===== src/rtl/vga_fb_arbiter.sv =====
// Frame-buffer port arbiter: display fetch has priority, one writer is served in blanking.
// Optional VGA_ARB_VBLANK_ONLY_EN restricts writes to vertical blanking.
module vga_fb_arbiter #(
  parameter int AW = 19,
  parameter int DW = 16
) (
  input  logic          clk,
  input  logic          rst_n,
  input  logic          ready,
  input  logic [10:0]   column_addr_sig,
  input  logic [10:0]   row_addr_sig,
  input  logic          hsync_sig,
  input  logic          vsnyc_sig,
  input  logic          wr_req,
  input  logic [AW-1:0] wr_addr,
  input  logic [DW-1:0] wr_data,
  output logic          wr_ack,
  output logic          wr_err,
  output logic [AW-1:0] mem_addr,
  output logic          mem_we,
  output logic [DW-1:0] mem_wdata,
  input  logic [DW-1:0] mem_rdata,
  output logic [DW-1:0] pixel_data,
  output logic          pixel_valid,
  output logic          hsync_out,
  output logic          vsync_out
);

  typedef enum logic [1:0] {ST_IDLE, ST_READ, ST_WRITE} state_t;

  localparam logic [AW-1:0] FB_WORDS = AW'(480000);

  state_t        state;
  logic          gate;
  logic          wr_in_range;
  logic          fetch_vld;
  logic [1:0]    hs_pipe;
  logic [1:0]    vs_pipe;
  logic [AW-1:0] row_w;
  logic [AW-1:0] rd_addr;

  // row*800 as shifts; 479999 fits AW bits so nothing is truncated
  assign row_w       = AW'(row_addr_sig);
  assign rd_addr     = (row_w << 9) + (row_w << 8) + (row_w << 5) + AW'(column_addr_sig);
  assign wr_in_range = (wr_addr < FB_WORDS);

`ifdef VGA_ARB_VBLANK_ONLY_EN
  logic vblank;

  always_ff @(posedge clk) begin
    if (!rst_n)          vblank <= 1'b0;
    else if (ready)      vblank <= 1'b0;
    else if (!vsnyc_sig) vblank <= 1'b1;
  end

  assign gate = vblank;
`else
  assign gate = !ready;
`endif

  // wr_ack=1 blocks a new grant so a late-dropped wr_req is not written twice
  always_ff @(posedge clk) begin
    if (!rst_n) begin
      state     <= ST_IDLE;
      mem_addr  <= '0;
      mem_we    <= 1'b0;
      mem_wdata <= '0;
      wr_ack    <= 1'b0;
      wr_err    <= 1'b0;
    end else begin
      mem_we <= 1'b0;
      wr_ack <= 1'b0;
      wr_err <= 1'b0;
      if (ready) begin
        state    <= ST_READ;
        mem_addr <= rd_addr;
      end else if (wr_req && gate && !wr_ack) begin
        state  <= ST_WRITE;
        wr_ack <= 1'b1;
        if (wr_in_range) begin
          mem_we    <= 1'b1;
          mem_addr  <= wr_addr;
          mem_wdata <= wr_data;
        end else begin
          wr_err <= 1'b1;
        end
      end else begin
        state <= ST_IDLE;
      end
    end
  end

  // sync delay matches the fetch pipe: both outputs move two edges after sampling
  always_ff @(posedge clk) begin
    if (!rst_n) begin
      fetch_vld   <= 1'b0;
      pixel_valid <= 1'b0;
      pixel_data  <= '0;
      hs_pipe     <= 2'b11;
      vs_pipe     <= 2'b11;
      hsync_out   <= 1'b1;
      vsync_out   <= 1'b1;
    end else begin
      fetch_vld   <= (state == ST_READ);
      pixel_valid <= fetch_vld;
      pixel_data  <= fetch_vld ? mem_rdata : '0;
      hs_pipe     <= {hs_pipe[0], hsync_sig};
      vs_pipe     <= {vs_pipe[0], vsnyc_sig};
      hsync_out   <= hs_pipe[1];
      vsync_out   <= vs_pipe[1];
    end
  end

endmodule


===== config.mk =====
export PLATFORM = sky130hd
export DESIGN_NAME = vga_fb_arbiter
export DESIGN_NICKNAME = d
export VERILOG_FILES = /design/src/rtl/vga_fb_arbiter.sv
export SDC_FILE = /design/constraint.sdc
export NUM_CORES = 1
export LEC_CHECK = 0
export CORE_MARGIN = 2
export CORE_UTILIZATION = 43
export CTS_BUF_LIST = sky130_fd_sc_hd__clkbuf_16
export DETAILED_ROUTE_END_ITERATION = 7
export PLACE_DENSITY = 0.78
export RECOVER_POWER = 100
export SYNTH_ARGS = -nofsm -noshare
export SYNTH_HDL_FRONTEND = slang
export SYNTH_SLANG_ARGS = --single-unit

===== constraint.sdc =====
create_clock -name clk -period 4 [get_ports clk]
set_input_delay 0.8 -clock clk [delete_from_list [all_inputs] [get_ports clk]]
set_output_delay 0.8 -clock clk [all_outputs]
set_load 0.1 [all_outputs]

==> results of run 1 <==
worst register-to-register path: cells and delay by family (launching register included):
| family | cells | cell delay, ns |
|---|---|---|
| compound gates | 2 | 0.48 |
| mux | 1 | 0.25 |
| flops | 1 | 0.36 |
| buf+inv | 1 | 0.47 |
| simple gates | 3 | 0.66 |
cells in the mapped netlist (all sizes together), types with 2 or more instances:
cell type  number  area, um2
buf             6       50.0
o211a           2       20.0
a211o           4       35.0
o21ai           9       45.0
a21boi         12       90.1
nand2b         10       62.6
nor3            2       15.0
a22oi          10       75.1
and2            2       12.5
ha             26        325
nor2b          15       93.8
nand3           4       20.0
nand4           2       12.5
mux2i          19        190
inv            36        135
or3             2       12.5
a32oi           2       17.5
a21oi           9       45.0
and3           18        113
a211oi          2       15.0
nand2          18       67.6
fa             11        220
nor2           15       58.8
dfxtp          63       1260
clkbuf          8       30.0
xnor2           4       35.0
a21o            2       15.0
o211ai          5       37.5
routing by layer:
layer	track usage (%)	part of all wire, %	wire length [um]	vias to the layer above
li1	-	-	-	1424
met1	25.4	43	3570	1345
met2	35.6	50	4180	85
met3	4.32	4.3	358	16
met4	6.19	2.3	193	0
met5	0	0	0	-
sequential cells by signal (all words and copies together) (netlist names):
register / cells
pixel_data: 16
wr_ack: 1
mem_wdata: 16
hsync_out: 1
hs_pipe: 2
wr_err: 1
mem_addr: 19
vs_pipe: 2
vsync_out: 1
state: 1
fetch_vld: 1
pixel_valid: 1
mem_we: 1
cell type report:
| type | count | area (um2) | share of cell area (%) |
|---|---|---|---|
| Tap cell | 99 | 124 | 2.50 |
| Inverter | 36 | 135 | 2.73 |
| Timing Repair Buffer | 139 | 1370 | 27.6 |
| Clock buffer | 9 | 225 | 4.55 |
| Sequential cell | 63 | 1260 | 25.5 |
| Multi-Input combinational cell | 220 | 1770 | 35.7 |
| Clock inverter | 7 | 72.6 | 1.46 |
power by group through the flow:
stage | clock network, W | registers [W] | logic, W
2_1_floorplan | 0 | 0.00102 | 0.000302
3_3_place_gp | 0 | 0.000713 | 0.000832
3_5_place_dp | 0 | 0.000714 | 0.000842
4_1_cts | 0.000766 | 0.000702 | 0.000846
5_1_grt | 0.000800 | 0.000705 | 0.000882
6_report | 0.000748 | 0.000700 | 0.000821
cell families (layout without fill, tap and decap cells):
group	count (synthesis)	count (layout)	synth area share (%)
AO/OA/AOI/OAI	67	67	14.7
XOR/XNOR	5	5	1.35
adder cells (fa/ha/maj)	37	37	16.8
buffers and inverters	50	191	6.62
flip-flops	63	63	38.8
multiplexers	20	20	6.19
AND/OR/NAND/NOR	91	91	15.6
worst paths after layout:
path             endpoint  slack, ns       startpoint
max          mem_addr[15]       0.30  row_addr_sig[3]
min             vsync_out       0.41       vs_pipe[1]
max reg2reg   mem_addr[2]       1.67           wr_ack
min reg2reg     vsync_out       0.41       vs_pipe[1]
metrics by stage:
stage / setup TNS [ns] / instances / utilization (%) / cell area, um2
2_1_floorplan: 0 / 333 / - / 3250
3_3_place_gp: 0 / 557 / 64.2 / 4680
3_5_place_dp: -0.00772 / 557 / 64.2 / 4680
4_1_cts: 0 / 573 / 68.2 / 4980
5_1_grt: 0 / 573 / 67.9 / 4950
6_report: 0 / 573 / 67.9 / 4950
==> results.json, run 1 <==
{
  "finalSetupViolCount": 0,
  "syn_area_um2": 3250,
  "end_kind": "flip-flop",
  "crit_top_cell": "inv_1",
  "slew_violations": 48,
  "layout_common_cells": "75 x clkdlybuf4s50_1, 63 x dfxtp_1, 60 x dlygate4sd3_1",
  "crit_family": "adder cells",
  "drt_pass1_iterations": 4,
  "ys_seq_elements": 63,
  "ir_worst_vdd_mv": 0.354,
  "worst_pin_slew_ns": 1.53,
  "first_global_vias": 2859,
  "synth_edf_count": 0,
  "setup_slack_ns": 0.299,
  "min_period_over_period_pct": 92.5,
  "swShare_pct": 36.8,
  "internal_power_w": 0.00143,
  "cts-root-buf": "clkbuf_16",
  "clockBufferDepth": 2,
  "cts_setup_buffers": 0,
  "wl_per_cell_um": 14.5,
  "worstSetupStartpointType": "primary input",
  "rsz0062_at_grt": "no",
  "design.die.area_um2": 8280,
  "rows": 31,
  "p_switching_w": 0.000835,
  "drive_above_1_share_pct": 3.80,
  "antenna_found_initial": 0,
  "path_depth": 13,
  "maxCapViolations": 1,
  "min_path_cells": 1,
  "p_leak_nw": 2.28,
  "hold_buffers": 0,
  "fillers": 604,
  "area_delta_synth_final_pct": 52.3,
  "die_width_um": 91.0,
  "async_flop_share_pct": 0,
  "combPwrFrac_pct": 36.2,
  "start_util_pct": 44.6,
  "place.detailed.hpwl_mm": 6.57,
  "core_area_um2": 7290,
  "p_per_area_nw_per_um2": 458,
  "fmax_ghz": 0.270,
  "clkTransAtPathRegs_ns": 0.05,
  "path_cells": "dlygate4sd3_1 > inv_1 > fa_1 > inv_1 > ha_1 > inv_1 > fa_1 > nand2b_1 > a21oi_1 > o211ai_1 > a21boi_0 > o21ai_0 > a31o_2",
  "violations": "capacitance limit, slew limit",
  "ant_nets": 0,
  "drt_wl_total_mm": 8.30,
  "status": "complete, but fails checks",
  "vias": 2870,
  "via_per_inst": 5.01,
  "tritoncts": "yes",
  "ys_seq_area_share_pct": 38.8,
  "whs_ns": 0.407,
  "synth_fp_nets": 449,
  "ios": 136,
  "power_w": 0.00227,
  "post_cts_resized": 0,
  "grt-ovfl-total": 0,
  "clock_latency_ns": 0.31,
  "yosys_warnings": 0,
  "synth_ff_type": "dfxtp_1",
  "grt_max_degree": 48,
  "avgSynthCellArea_um2": 9.77,
  "ys_types": 49,
  "cp_num_buf_inv": 4,
  "reg2reg_depth": 7,
  "dp_slack_ns": -0.00772,
  "antenna_cells": 0,
  "crit_required_ns": 4.21,
  "critPathKind": "in -> reg",
  "place.gp.congestion": 0.872,
  "drc_errors": 0,
  "drtIter0Drc": 104,
  "hp-class": "reg -> reg",
  "critPathSlowestCell": "dlygate4sd3_1",
  "synth_cells": 333,
  "grt_first_pass_wirelength_mm": 13.7,
  "grt_usage_pct": 20.5,
  "cp_data_arrival_time_ns": 3.91,
  "max-slew-margin-rel_pct": -2.20,
  "clock_sinks": 63,
  "h-tree-depth": 3,
  "final_common_cell": "clkdlybuf4s50_1",
  "path_max_fanout": 3,
  "finalNetCount": 585,
  "die_h_um": 91.0,
  "p_seq_share_pct": 30.8,
  "port_buffers": 135,
  "hold_viol": 0,
  "finClkSkew_ns": 0.00251,
  "min_period_ns": 3.70,
  "cpPeakStageDelay_ns": 0.53,
  "cts_buffers": 9,
  "p_clk_share_pct": 33.0
}
(Power assumes the default switching activity.)
==> inputs of run 2 (changes only) <==
TNS_END_PERCENT = 50   (was unset)
==> results of run 2 <==
No change in the layout: final DEF, timing and power equal those of run 1.
